**src/rtl/lamp_pkg.sv**
```systemverilog
// Shared definitions for the LED driver chain: default geometry,
// frame sequencer state encoding and a width helper.
package lamp_pkg;

  localparam int C_BITS     = 12;
  localparam int C_CHANNELS = 24;

  typedef enum logic [2:0] {
    ST_IDLE     = 3'd0,
    ST_FETCH    = 3'd1,
    ST_LOAD     = 3'd2,
    ST_SHIFT_LO = 3'd3,
    ST_SHIFT_HI = 3'd4,
    ST_LATCH    = 3'd5,
    ST_DONE     = 3'd6
  } state_t;

  // Bits needed to hold 0..n-1, never less than one bit.
  function automatic int width_of(input int n);
    if (n > 1) begin
      return $clog2(n);
    end else begin
      return 1;
    end
  endfunction

endpackage

```
**src/rtl/led_shifter_shift_reg.sv**
```systemverilog
// Parallel-load, left-shift register holding the grayscale word being sent.
// Only the MSB leaves the block; it is the serial data bit.
module shift_reg
  import lamp_pkg::*;
#(
  parameter int c_width = C_BITS
) (
  input  logic               clk,
  input  logic               rst,
  input  logic               load,
  input  logic               shift,
  input  logic [c_width-1:0] din,
  output logic               msb
);

  logic [c_width-1:0] q_r;

  // Load wins over shift; zeros enter from the LSB side.
  always_ff @(posedge clk) begin
    if (rst) begin
      q_r <= {c_width{1'b0}};
    end else if (load) begin
      q_r <= din;
    end else if (shift) begin
      q_r <= q_r << 1;
    end else begin
      q_r <= q_r;
    end
  end

  assign msb = q_r[c_width-1];

endmodule

```
**src/rtl/led_shifter.sv**
```systemverilog
// Streams one framebuffer frame into a daisy chain of LED PWM drivers:
// words go out from the highest address down to 0, MSB first, two cycles
// per bit (clock low, then high), followed by a one-cycle latch pulse.
// The next word is fetched during the low half of the current word's last
// bit so the serial stream has no gaps between words.
module led_shifter
  import lamp_pkg::*;
#(
  parameter int c_ledboards = 30,
  parameter int c_channels  = C_CHANNELS,
  parameter int c_bits      = C_BITS
) (
  input  logic                                          i_clk,
  input  logic                                          i_rst,
  input  logic                                          i_start,
  output logic [width_of(c_ledboards*c_channels)-1:0]   o_addr,
  output logic                                          o_rd,
  input  logic [c_bits-1:0]                             i_data,
  output logic                                          o_clk,
  output logic                                          o_dai,
  output logic                                          o_lat,
  output logic                                          o_busy,
  output logic                                          o_done
);

  localparam int W  = c_ledboards * c_channels;
  localparam int AW = width_of(W);
  localparam int BW = width_of(c_bits);

  localparam logic [AW-1:0] LAST_ADDR  = AW'(W - 1);
  localparam logic [AW-1:0] ADDR_ZERO  = {AW{1'b0}};
  localparam logic [AW-1:0] ADDR_ONE   = AW'(1);
  localparam logic [BW-1:0] TOP_BIT    = BW'(c_bits - 1);
  localparam logic [BW-1:0] BIT_ZERO   = {BW{1'b0}};
  localparam logic [BW-1:0] BIT_ONE    = BW'(1);
  localparam logic          SINGLE_BIT = (c_bits == 1);

  state_t        state_r;
  logic [AW-1:0] addr_r;
  logic [BW-1:0] bitcnt_r;
  logic          pend_r;     // a prefetched word is arriving for the next reload
  logic          rd_r;
  logic          clk_r;
  logic          lat_r;
  logic          busy_r;
  logic          done_r;

  logic              prefetch_s;
  logic              sr_load_s;
  logic              sr_shift_s;
  logic [c_bits-1:0] sr_din_s;
  logic              sr_msb_s;

  // Decide whether the transition out of this cycle enters bit 0 of a word
  // that still has a lower address behind it, i.e. whether to issue a read.
  always_comb begin
    prefetch_s = 1'b0;
    case (state_r)
      ST_LOAD: begin
        if (SINGLE_BIT && (addr_r != ADDR_ZERO)) begin
          prefetch_s = 1'b1;
        end else begin
          prefetch_s = 1'b0;
        end
      end
      ST_SHIFT_HI: begin
        if ((bitcnt_r == BIT_ONE) && !SINGLE_BIT && (addr_r != ADDR_ZERO)) begin
          prefetch_s = 1'b1;
        end else if ((bitcnt_r == BIT_ZERO) && pend_r && SINGLE_BIT &&
                     (addr_r != ADDR_ZERO)) begin
          prefetch_s = 1'b1;
        end else begin
          prefetch_s = 1'b0;
        end
      end
      default: prefetch_s = 1'b0;
    endcase
  end

  // Shift register control: load fresh words, shift after each high half,
  // and clear it when the last bit is done so the data line idles low.
  always_comb begin
    sr_load_s  = 1'b0;
    sr_shift_s = 1'b0;
    sr_din_s   = {c_bits{1'b0}};
    case (state_r)
      ST_LOAD: begin
        sr_load_s = 1'b1;
        sr_din_s  = i_data;
      end
      ST_SHIFT_HI: begin
        if (bitcnt_r != BIT_ZERO) begin
          sr_shift_s = 1'b1;
        end else if (pend_r) begin
          sr_load_s = 1'b1;
          sr_din_s  = i_data;
        end else begin
          sr_load_s = 1'b1;
          sr_din_s  = {c_bits{1'b0}};
        end
      end
      default: begin
        sr_load_s  = 1'b0;
        sr_shift_s = 1'b0;
      end
    endcase
  end

  shift_reg #(
    .c_width (c_bits)
  ) u_shift_reg (
    .clk   (i_clk),
    .rst   (i_rst),
    .load  (sr_load_s),
    .shift (sr_shift_s),
    .din   (sr_din_s),
    .msb   (sr_msb_s)
  );

  // Frame sequencer: state, read address, bit counter and registered strobes.
  always_ff @(posedge i_clk) begin
    if (i_rst) begin
      state_r  <= ST_IDLE;
      addr_r   <= ADDR_ZERO;
      bitcnt_r <= BIT_ZERO;
      pend_r   <= 1'b0;
      rd_r     <= 1'b0;
      clk_r    <= 1'b0;
      lat_r    <= 1'b0;
      busy_r   <= 1'b0;
      done_r   <= 1'b0;
    end else begin
      case (state_r)
        ST_IDLE: begin
          clk_r  <= 1'b0;
          lat_r  <= 1'b0;
          done_r <= 1'b0;
          if (i_start) begin
            state_r <= ST_FETCH;
            addr_r  <= LAST_ADDR;
            rd_r    <= 1'b1;
            busy_r  <= 1'b1;
          end else begin
            rd_r    <= 1'b0;
            busy_r  <= 1'b0;
          end
        end
        ST_FETCH: begin
          rd_r    <= 1'b0;
          state_r <= ST_LOAD;
        end
        ST_LOAD: begin
          bitcnt_r <= TOP_BIT;
          clk_r    <= 1'b0;
          state_r  <= ST_SHIFT_LO;
          rd_r     <= prefetch_s;
          pend_r   <= prefetch_s;
          if (prefetch_s) begin
            addr_r <= addr_r - ADDR_ONE;
          end else begin
            addr_r <= addr_r;
          end
        end
        ST_SHIFT_LO: begin
          clk_r   <= 1'b1;
          rd_r    <= 1'b0;
          state_r <= ST_SHIFT_HI;
        end
        ST_SHIFT_HI: begin
          rd_r <= prefetch_s;
          if (prefetch_s) begin
            addr_r <= addr_r - ADDR_ONE;
          end else begin
            addr_r <= addr_r;
          end
          if (bitcnt_r != BIT_ZERO) begin
            bitcnt_r <= bitcnt_r - BIT_ONE;
            clk_r    <= 1'b0;
            state_r  <= ST_SHIFT_LO;
            pend_r   <= pend_r | prefetch_s;
          end else if (pend_r) begin
            bitcnt_r <= TOP_BIT;
            clk_r    <= 1'b0;
            state_r  <= ST_SHIFT_LO;
            pend_r   <= prefetch_s;
          end else begin
            clk_r    <= 1'b0;
            lat_r    <= 1'b1;
            state_r  <= ST_LATCH;
            pend_r   <= 1'b0;
          end
        end
        ST_LATCH: begin
          lat_r   <= 1'b0;
          busy_r  <= 1'b0;
          done_r  <= 1'b1;
          state_r <= ST_DONE;
        end
        ST_DONE: begin
          done_r  <= 1'b0;
          state_r <= ST_IDLE;
        end
        default: begin
          state_r  <= ST_IDLE;
          addr_r   <= ADDR_ZERO;
          bitcnt_r <= BIT_ZERO;
          pend_r   <= 1'b0;
          rd_r     <= 1'b0;
          clk_r    <= 1'b0;
          lat_r    <= 1'b0;
          busy_r   <= 1'b0;
          done_r   <= 1'b0;
        end
      endcase
    end
  end

  assign o_addr = addr_r;
  assign o_rd   = rd_r;
  assign o_clk  = clk_r;
  assign o_dai  = sr_msb_s;
  assign o_lat  = lat_r;
  assign o_busy = busy_r;
  assign o_done = done_r;

endmodule
```
**config.mk**
```make
export PLATFORM = sky130hd
export DESIGN_NAME = led_shifter
export DESIGN_NICKNAME = d
export VERILOG_FILES = /design/src/rtl/lamp_pkg.sv /design/src/rtl/led_shifter_shift_reg.sv /design/src/rtl/led_shifter.sv
export SDC_FILE = /design/constraint.sdc
export NUM_CORES = 1
export LEC_CHECK = 0
export CAP_MARGIN = 10
export CORE_MARGIN = 2
export CORE_UTILIZATION = 45
export DETAILED_ROUTE_END_ITERATION = 10
export DONT_BUFFER_PORTS = 1
export PLACE_DENSITY = 0.63
export SETUP_SLACK_MARGIN = 0.3
export SYNTH_ARGS = -nofsm -noshare
export SYNTH_HDL_FRONTEND = slang
export SYNTH_SLANG_ARGS = --single-unit
```
**constraint.sdc**
```tcl
create_clock -name i_clk -period 1.7 [get_ports i_clk]
set_input_delay 0.085 -clock i_clk [delete_from_list [all_inputs] [get_ports i_clk]]
set_output_delay 0.085 -clock i_clk [all_outputs]
set_load 0.1 [all_outputs]
```
**After elaboration in Yosys (flattened, before gate mapping)**

Cells that the tools add are included.

- Bits in registers: 35
- Input port bits: 15
- Output and inout port bits: 16
- Word-level logic and storage cells: 76

- Add/sub/neg operators: 2
- Eq/ne operators: 12
- Muxes and demuxes: 32
- Bitwise logic cells: 4
- Reductions and logical operators: 16

Operators with widths:

| cell | count |
|---|---|
| $mux 12 | 4 |
| $pmux 10 s3 | 1 |
| $pmux 12 s2 | 1 |
| $mux 10 | 2 |
| $pmux 3 s6 | 1 |
| $pmux 4 s3 | 1 |
| $reduce_or 4->1 | 3 |
| $mux 1 | 10 |
| $pmux 1 s2 | 5 |
| $reduce_bool 10->1 | 1 |
| $reduce_or 5->1 | 2 |
| $sub 10x1->10 const B | 1 |
| $eq 3x3->1 const B | 3 |
| $mux 3 | 3 |
| $mux 4 | 2 |
| $eq 3x2->1 const B | 2 |
| $ne 2x2->1 const B | 3 |
| $pmux 1 s3 | 2 |
| $reduce_and 3->1 | 2 |
| $eq 4x1->1 const B | 1 |
| $reduce_bool 4->1 | 1 |
| $reduce_or 2->1 | 2 |
| $sub 4x1->4 const B | 1 |
| $eq 3x1->1 const B | 1 |
| 9 further kinds | 11 |

**Depth between registers and ports, before layout**

Gate-level depths: netlist (run 1).

- Depth in word-level cells: 7
- Depth in mapped cells: 7
- Gate-level depth less buffers: 6

**Cells and area by module**

From an unflattened synthesis (run 1), not the netlist that was laid out.

- Cells, all modules: 245
- Area, all modules: 2072.0 um2

Modules (own cells, without submodules):

| module | times used | cells each | area an instance (um2) | sequential area each (um2) |
|---|---|---|---|---|
| led_shifter | 1 | 192 | 1473.9 | 460.4 |
| shift_reg | 1 | 53 | 598.1 | 240.2 |

**Least setup slack after synthesis (run 1)**

No wires, ideal clock.

- Kind: reg2reg
- Start point: reg addr_r[0] (netlist: o_addr[0])
- End point: reg addr_r[0] (netlist: o_addr[0])
- Library setup time: 0.136 ns
- Arrival: 2.392 ns
- Data required time: 1.564 ns
- Path slack: -0.828 ns
- Stages on the path, launching flop included: 7
- Buffers on the path: 0
- Clock period less this slack: 2.528 ns
- Path through: dfxtp_1 > inv_1 > ha_1 > nor4b_2 > a31o_2 > a2111oi_0 > a211oi_1

- Longest elaborated chain between the ends: 6
- Elaborated cells on any way between the ends: 9
- Those cells by class: add/sub: 1; eq/ne: 1; mux: 4; reduce/logical: 3

RTL lines:

| item | RTL line | RTL |
|---|---|---|
| start, declared | led_shifter.sv:39 | `logic [AW-1:0] addr_r;` |
| start signal, assigned | led_shifter.sv:159 | `addr_r <= addr_r - ADDR_ONE;` |
| start signal, assigned | led_shifter.sv:161 | `addr_r <= addr_r;` |
| start signal, assigned | led_shifter.sv:172 | `addr_r <= addr_r - ADDR_ONE;` |
| parallel branches: the longest is 6 deep, another holds $sub 10x1->10 | - |  |

Parallel ways; which one is timed is not known. The select of a mux whose other input is x is not followed.
A chain may end at the register's enable or synchronous reset.

**Worst setup path after layout (run 1)**

- Start point: reg bitcnt_r[1]
- End point: reg bitcnt_r[3]

- Longest elaborated chain between the ends: 3
- Elaborated cells on any way between the ends: 6
- Those cells by class: add/sub: 1; eq/ne: 1; mux: 2; reduce/logical: 2

RTL lines:

| item | RTL line | RTL |
|---|---|---|
| start, declared | led_shifter.sv:40 | `logic [BW-1:0] bitcnt_r;` |
| start signal, assigned | led_shifter.sv:177 | `bitcnt_r <= bitcnt_r - BIT_ONE;` |
| $sub 4x1->4 or $reduce_bool 4->1 (tied branches) | led_shifter.sv:177, led_shifter.sv:176 |  |
| $mux 4 or $ne 3x3->1 (tied branches) | - |  |
| $pmux 4 s3 or $reduce_and 2->1 (tied branches) | - |  |

Parallel ways exist; a longest one is shown, timed or not.

==> results of run 1 <==
==> worst max-delay path, stage by stage, from the launching register on <==
cell      delay, ns
dfxtp_2        0.34
inv_4          0.06
buf_6          0.09
ha_4           0.11
or3b_4         0.41
buf_4          0.16
o21ai_4        0.20
o21ai_4        0.09
a221oi_2       0.26
==> final cells by class <==
cell class	instances	area, um^2
multi-input cells	169	1490
well taps	52	65.1
flip-flops and latches	35	728
inverters	10	40.0
clock buffers	5	68.8
repair buffers	72	619
clock inverters	3	18.8
fillers	329	1300
==> how the worst max path moves through the flow <==
stage,start,end,depth (start not counted)
6_report,bitcnt_r[1],bitcnt_r[3],8
4_1_cts,o_addr[2],o_addr[9],4
2_1_floorplan,o_addr[0],o_addr[7],4
3_3_place_gp,bitcnt_r[1],o_addr[0],6
3_5_place_dp,bitcnt_r[1],u_shift_reg.q_r[7],8
5_1_grt,bitcnt_r[1],u_shift_reg.q_r[7],8
==> flip-flops by register name, indices dropped and copies added, names as in the netlist <==
register,flops
bitcnt_r,4
o_addr,10
o_busy,1
o_clk,1
o_done,1
o_lat,1
o_rd,1
pend_r,1
state_r,3
u_shift_reg.q_r,12
==> metal layers <==
metal | up-vias | track usage (%) | wire length (um)
li1 | 1027 | - | -
met1 | 1098 | 32.3 | 2870
met2 | 88 | 45.9 | 3400
met3 | 19 | 5.27 | 330
met4 | 0 | 12.4 | 155
met5 | - | 0 | 0
==> power groups by stage <==
stage	Clock, W	Combinational (W)	Sequential (W)
3_5_place_dp	0	0.00127	0.00101
4_1_cts	0.000613	0.00144	0.000991
2_1_floorplan	0	0.000596	0.00130
6_report	0.000621	0.00157	0.000997
3_3_place_gp	0	0.00123	0.00100
5_1_grt	0.000662	0.00165	0.00101
==> metrics by stage <==
stage	util, %	worst slack, ns	instances
floorplan	-	-0.172	234
global placement	58.6	-0.0948	321
detailed placement	58.6	-0.119	321
CTS	66.7	-0.0910	341
global route	70.0	-0.171	346
finish	70.0	-0.103	346
==> cell usage after synthesis, types with 2 or more instances <==
| library cell | count |
|---|---|
| a211oi_1 | 12 |
| nor2_1 | 24 |
| ha_1 | 4 |
| xnor2_1 | 2 |
| o22ai_1 | 2 |
| or2_2 | 2 |
| o221a_2 | 2 |
| a221oi_1 | 3 |
| o221ai_1 | 2 |
| a21oi_1 | 12 |
| or3_1 | 2 |
| o21ai_0 | 3 |
| nand3_1 | 6 |
| nand2_1 | 10 |
| or3b_1 | 3 |
| o2111ai_1 | 2 |
| buf_1 | 2 |
| a221oi_2 | 2 |
| a2111oi_0 | 4 |
| mux2i_1 | 3 |
| o32ai_1 | 4 |
| a32oi_1 | 11 |
| a211o_1 | 4 |
| o21a_1 | 2 |
| a31o_2 | 2 |
| a31oi_1 | 7 |
| nand3b_1 | 2 |
| inv_1 | 9 |
| or4_1 | 2 |
| clkbuf_1 | 12 |
| buf_2 | 5 |
| nor2b_1 | 3 |
| o211ai_1 | 6 |
| nor3_1 | 8 |
| dfxtp_1 | 35 |
==> repair_timing <==
action                                  4_1_cts  5_1_grt
gates cloned                                  1        0
setup buffers                                 7        5
hold buffers                                  4        0
pin swaps                                    13       16
endpoints found under the setup margin       31       32
gates resized for setup                      29       19
hold endpoints to repair                     31        0
==> kinds of logic after synthesis <==
logic type,Yosys count,share of synthesized area [%]
fa+ha+maj,4,2.51
simple gates,70,18.6
flops,35,35.1
xor+xnor,2,0.878
mux,4,2.07
compound gates,89,34.6
buf+inv,30,6.15
==> flow_summary.yaml, run 1 <==
clock_network:
  cts_buffers: 5
  clockBufferDepth: 2
  clk_latency_ns: 0.30
  path_clk_slew_ns: 0.08
  cts_max_level: 2
  cts_root_buf: "clkbuf_8"
  cts.sinks: 35
  cts_tree: "built"
yosys:
  synth_cells: 234
  avgSynthCellArea_um2: 8.52
  synth_edf_count: 0
  synth.distinct_cells: 55
  ys_ff_latch: 35
  synth_top_cell_by_area: "dfxtp_1"
  ys.flop_type: "dfxtp_1"
  syn-num-nets: 253
  async_flop_share_pct: 0
  synth_top_area_share_pct: 35.1
  yosysWarnings: 0
  ys_seq_area_share_pct: 35.1
  synth_area_leaders: "dfxtp_1 (35%), a32oi_1 (4.8%), a211oi_1 (4.5%)"
  syn_area_mm2: 0.00199
cells_and_area:
  mostFrequentLayoutCell: "buf_4"
  drive_above_1_share_pct: 50.7
  final_cell_mix: "buf_4 (57), nor2_1 (23), dfxtp_1 (19)"
  antenna_cells: 0
  finalNetCount: 312
  area_growth_pct: 51.8
  final_area_mm2: 0.00303
routing:
  via_per_inst: 6.45
  wl_per_cell_um: 19.5
  first_pass_iters: 5
  via_count: 2232
  drtAntennaViolNets: 0
  routed_wl_um: 6760
  drt_iter0_markers: 222
  drc: 0
hold_path:
  min_path_cells: 2
  hp-class: "input pin to flip-flop"
  min_to: "o_addr[4]"
  hp-start: "i_rst"
pwr:
  vdd_drop_max_uv: 740
  swShare_pct: 42.8
  p_leak_nw: 1.12
  seqPwrFrac_pct: 31.3
  clkPwrFrac_pct: 19.5
  combPwrFrac_pct: 49.3
  powerDensity_mw_per_mm2: 1050
  intPower_w: 0.00182
  power.total_w: 0.00319
  power_switching_w: 0.00136
global_routing:
  grt_max_degree: 32
  antenna_found_initial: 0
  grt_pass1_wl_um: 10700
  first_global_vias: 2229
  grt_overflow: 0
  grt_usage_pct: 26.7
critical_path:
  worstRegToRegCells: 8
  crit_required_ns: 1.91
  reg2reg_slack_ns: -0.10
  r2r-end: "bitcnt_r[3]"
  end_kind: "flip-flop"
  path_class: "flip-flop to flip-flop"
  cp_max_fo: 4
  startpoint_type: "flip-flop"
  crit_arrival_ns: 2.01
  rr_startpoint: "bitcnt_r[1]"
timing:
  fin_tns_setup_ns: -1.19
  worst_slew_pin_slew_ns: 0.518
  setup-violations-final: 23
  fmax_mhz: 555
  grt_setup_unrepaired: "true"
  maxSlewHeadroom_pct: 65.4
  fin_skew_ns: 0.0137
  hold_viol: 0
  period_minus_slack_ns: 1.80
  worst_hold_slack_ns: 0.00429
  min_period_over_period_pct: 106
  layout_setup_ws_ns: -0.103
  drv_slew: 0
place:
  place_congestion: 0.915
  io_buffers: 0
  post_dp_cell_area_mm2: 0.00253
  dp_hpwl_um: 4100
floorplan:
  dieArea_mm2: 0.00498
  ios: 31
  start_util_pct: 46.1
  die_h_um: 70.6
  die_x_um: 70.6
  rows: 24
  core_area_mm2: 0.00432
run:
  maxCapViolations: 0
status:
  violations: "negative setup slack"
  outcome: "finished, violations left"
No activity file was read; power rests on OpenSTA's default activity.
==> run 2, diff against run 1 <==
CELL_PAD_IN_SITES_DETAIL_PLACEMENT = 1   (was unset)
CELL_PAD_IN_SITES_GLOBAL_PLACEMENT = 1   (was unset)
CORE_UTILIZATION = 42   (was 45)
GPL_ROUTABILITY_DRIVEN = 1   (was unset)
PLACE_DENSITY = 0.75   (was 0.63)
==> run 2 against run 1 <==
  * The flow still finishes with violations (negative setup slack)
  * Final cell count up 4.3%
  * Sequential share of layout area down 1.3 points
  * Flip-flop and latch count unchanged
  * Die area up 6.7%
  * First-iteration DRC count down 14%
  * Worst hold slack better by 0.040 ns
  * Critical endpoint is now u_shift_reg.q_r[1]
  * Largest power group unchanged
==> flow_summary.yaml, run 2 (synthesis results as in run 1) <==
status:
  outcome: "finished, violations left"
  violations: "negative setup slack"
clock_network:
  clk_latency_ns: 0.31
  cts.sinks: 35
  cts_root_buf: "clkbuf_8"
  path_clk_slew_ns: 0.08
  cts_tree: "built"
  clockBufferDepth: 2
  cts_buffers: 5
  cts_max_level: 2
critical_path:
  path_cells: "inv_4 -> ha_4 -> or3b_4 -> a21boi_4 -> buf_6 -> buf_4 -> nand3_2 -> a31oi_1"
  path_class: "flip-flop to flip-flop"
  end_kind: "flip-flop"
  cp_max_fo: 8
  crit_required_ns: 1.91
  cpPeakStageDelay_ns: 0.40
  crit_arrival_ns: 2.07
  startpoint_type: "flip-flop"
  slowest_stage: "dfxtp_4"
global_routing:
  grt_overflow: 0
  first_global_vias: 2500
  grt_max_degree: 33
  grt_pass1_wl_um: 13600
  grt_usage_pct: 34.0
  antenna_found_initial: 0
cells_and_area:
  final_cell_mix: "buf_4 (68), nor2_1 (22), dfxtp_1 (18)"
  largest_register: "u_shift_reg.q_r"
  antenna_cells: 0
  mostFrequentLayoutCell: "buf_4"
  fin_util_pct: 69.6
  multi_input_area_mm2: 0.00160
  drive_above_1_share_pct: 56.7
  largest_reg_flops: 12
  area_growth_pct: 62.6
  finalNetCount: 325
  num-fill-cells: 481
  stdcell_count: 361
  seq_area_um2: 737
routing:
  first_pass_iters: 4
  routed_wl_um: 9930
  via_per_inst: 6.89
  via_count: 2486
  drtAntennaViolNets: 0
  drc: 0
  drt_iter0_markers: 192
  wl_per_cell_um: 27.5
floorplan:
  die_h_um: 72.9
  rows: 25
  dieArea_mm2: 0.00532
  core_area_mm2: 0.00466
  die_x_um: 72.9
  ios: 31
  start_util_pct: 42.8
timing:
  fin_skew_ns: 0.0168
  min_period_over_period_pct: 109
  layout_setup_ws_ns: -0.159
  period_minus_slack_ns: 1.86
  drv_slew: 0
  setup-violations-final: 26
  worst_slew_pin_slew_ns: 0.574
  maxSlewHeadroom_pct: 61.7
  grt_setup_unrepaired: "true"
  worst_hold_slack_ns: 0.0444
  fmax_mhz: 538
  hold_viol: 0
pwr:
  vdd_drop_max_uv: 762
  powerDensity_mw_per_mm2: 1070
  p_leak_nw: 1.21
place:
  dp_hpwl_um: 5130
  io_buffers: 0
  place_congestion: 0.873
  placed_cells: 330
hold_path:
  hp-class: "input pin to flip-flop"
run:
  maxCapViolations: 0
[run 2: cell count changes in the layout (fill, tap and decap cells not counted), moves of 2 or more]
cell,before,now
a211oi_1,8,4
dfxtp_2,13,11
inv_2,3,0
inv_4,2,4
dfxtp_4,3,6
buf_4,57,68
a32oi_2,2,6
a32oi_1,9,5
clkbuf_1,0,2
a211oi_2,4,8
[run 2: per-layer routing]
metal	up-vias	GRT usage [%]	part of all wire [%]
met5	-	0	0
met4	0	14.2	4.4
met3	41	6.63	7.0
met2	142	59.2	50
met1	1245	40.6	39
li1	1058	-	-
[run 2: timing repair]
item / 4_1_cts / 5_1_grt
setup endpoints to repair: 31 / 34
hold endpoints to repair: 32 / 0
buffers inserted: 9 / 10
pin swaps: 15 / 19
hold buffers: 4 / 0
gates resized for setup: 40 / 34
[run 2: final timing paths]
| kind | from | to | slack [ns] | cells after the start |
|---|---|---|---|---|
| setup reg to reg | bitcnt_r[0] | u_shift_reg.q_r[1] | -0.16 | 8 |
| hold / removal | i_start | state_r[0] | 0.04 | 2 |
| setup / recovery | bitcnt_r[0] | u_shift_reg.q_r[1] | -0.16 | 8 |
| hold reg to reg | o_lat | o_lat | 0.52 | 2 |
[run 2: critical path, delay by kind of cell (launching register included)]
family          cells  cell delay, ns
flops               1            0.40
simple gates        2            0.33
fa+ha+maj           1            0.15
buf+inv             3            0.37
compound gates      2            0.52
[run 2: final cells by class]
| cell class | count | area share (%) |
|---|---|---|
| Clock buffer | 7 | 2.35 |
| Clock inverter | 1 | 0.154 |
| Inverter | 10 | 1.47 |
| Multi-Input combinational cell | 169 | 49.2 |
| Sequential cell | 35 | 22.7 |
| Tap cell | 54 | 2.08 |
| Timing Repair Buffer | 85 | 22.0 |
[run 2: where the power goes]
group | switching, W | internal, W | leakage (nW) | total [W]
sequential | 0.000107 | 0.000915 | 0.295 | 0.00102
clock | 0.000338 | 0.000288 | 0.0422 | 0.000627
combinational | 0.00110 | 0.000708 | 0.877 | 0.00181
total | 0.00154 | 0.00191 | 1.21 | 0.00346
[run 2: metrics by stage]
step           setup WS (ns)  power [W]  cell area (um^2)  setup TNS (ns)
6_report              -0.159    0.00346              3240           -2.45
5_1_grt               -0.188    0.00355              3240           -3.46
4_1_cts               -0.130    0.00313              2980          -0.476
3_5_place_dp          -0.201    0.00232              2570           -1.37
3_3_place_gp         -0.0706    0.00224              2570          -0.252
2_1_floorplan         -0.172    0.00190              2130           -1.28
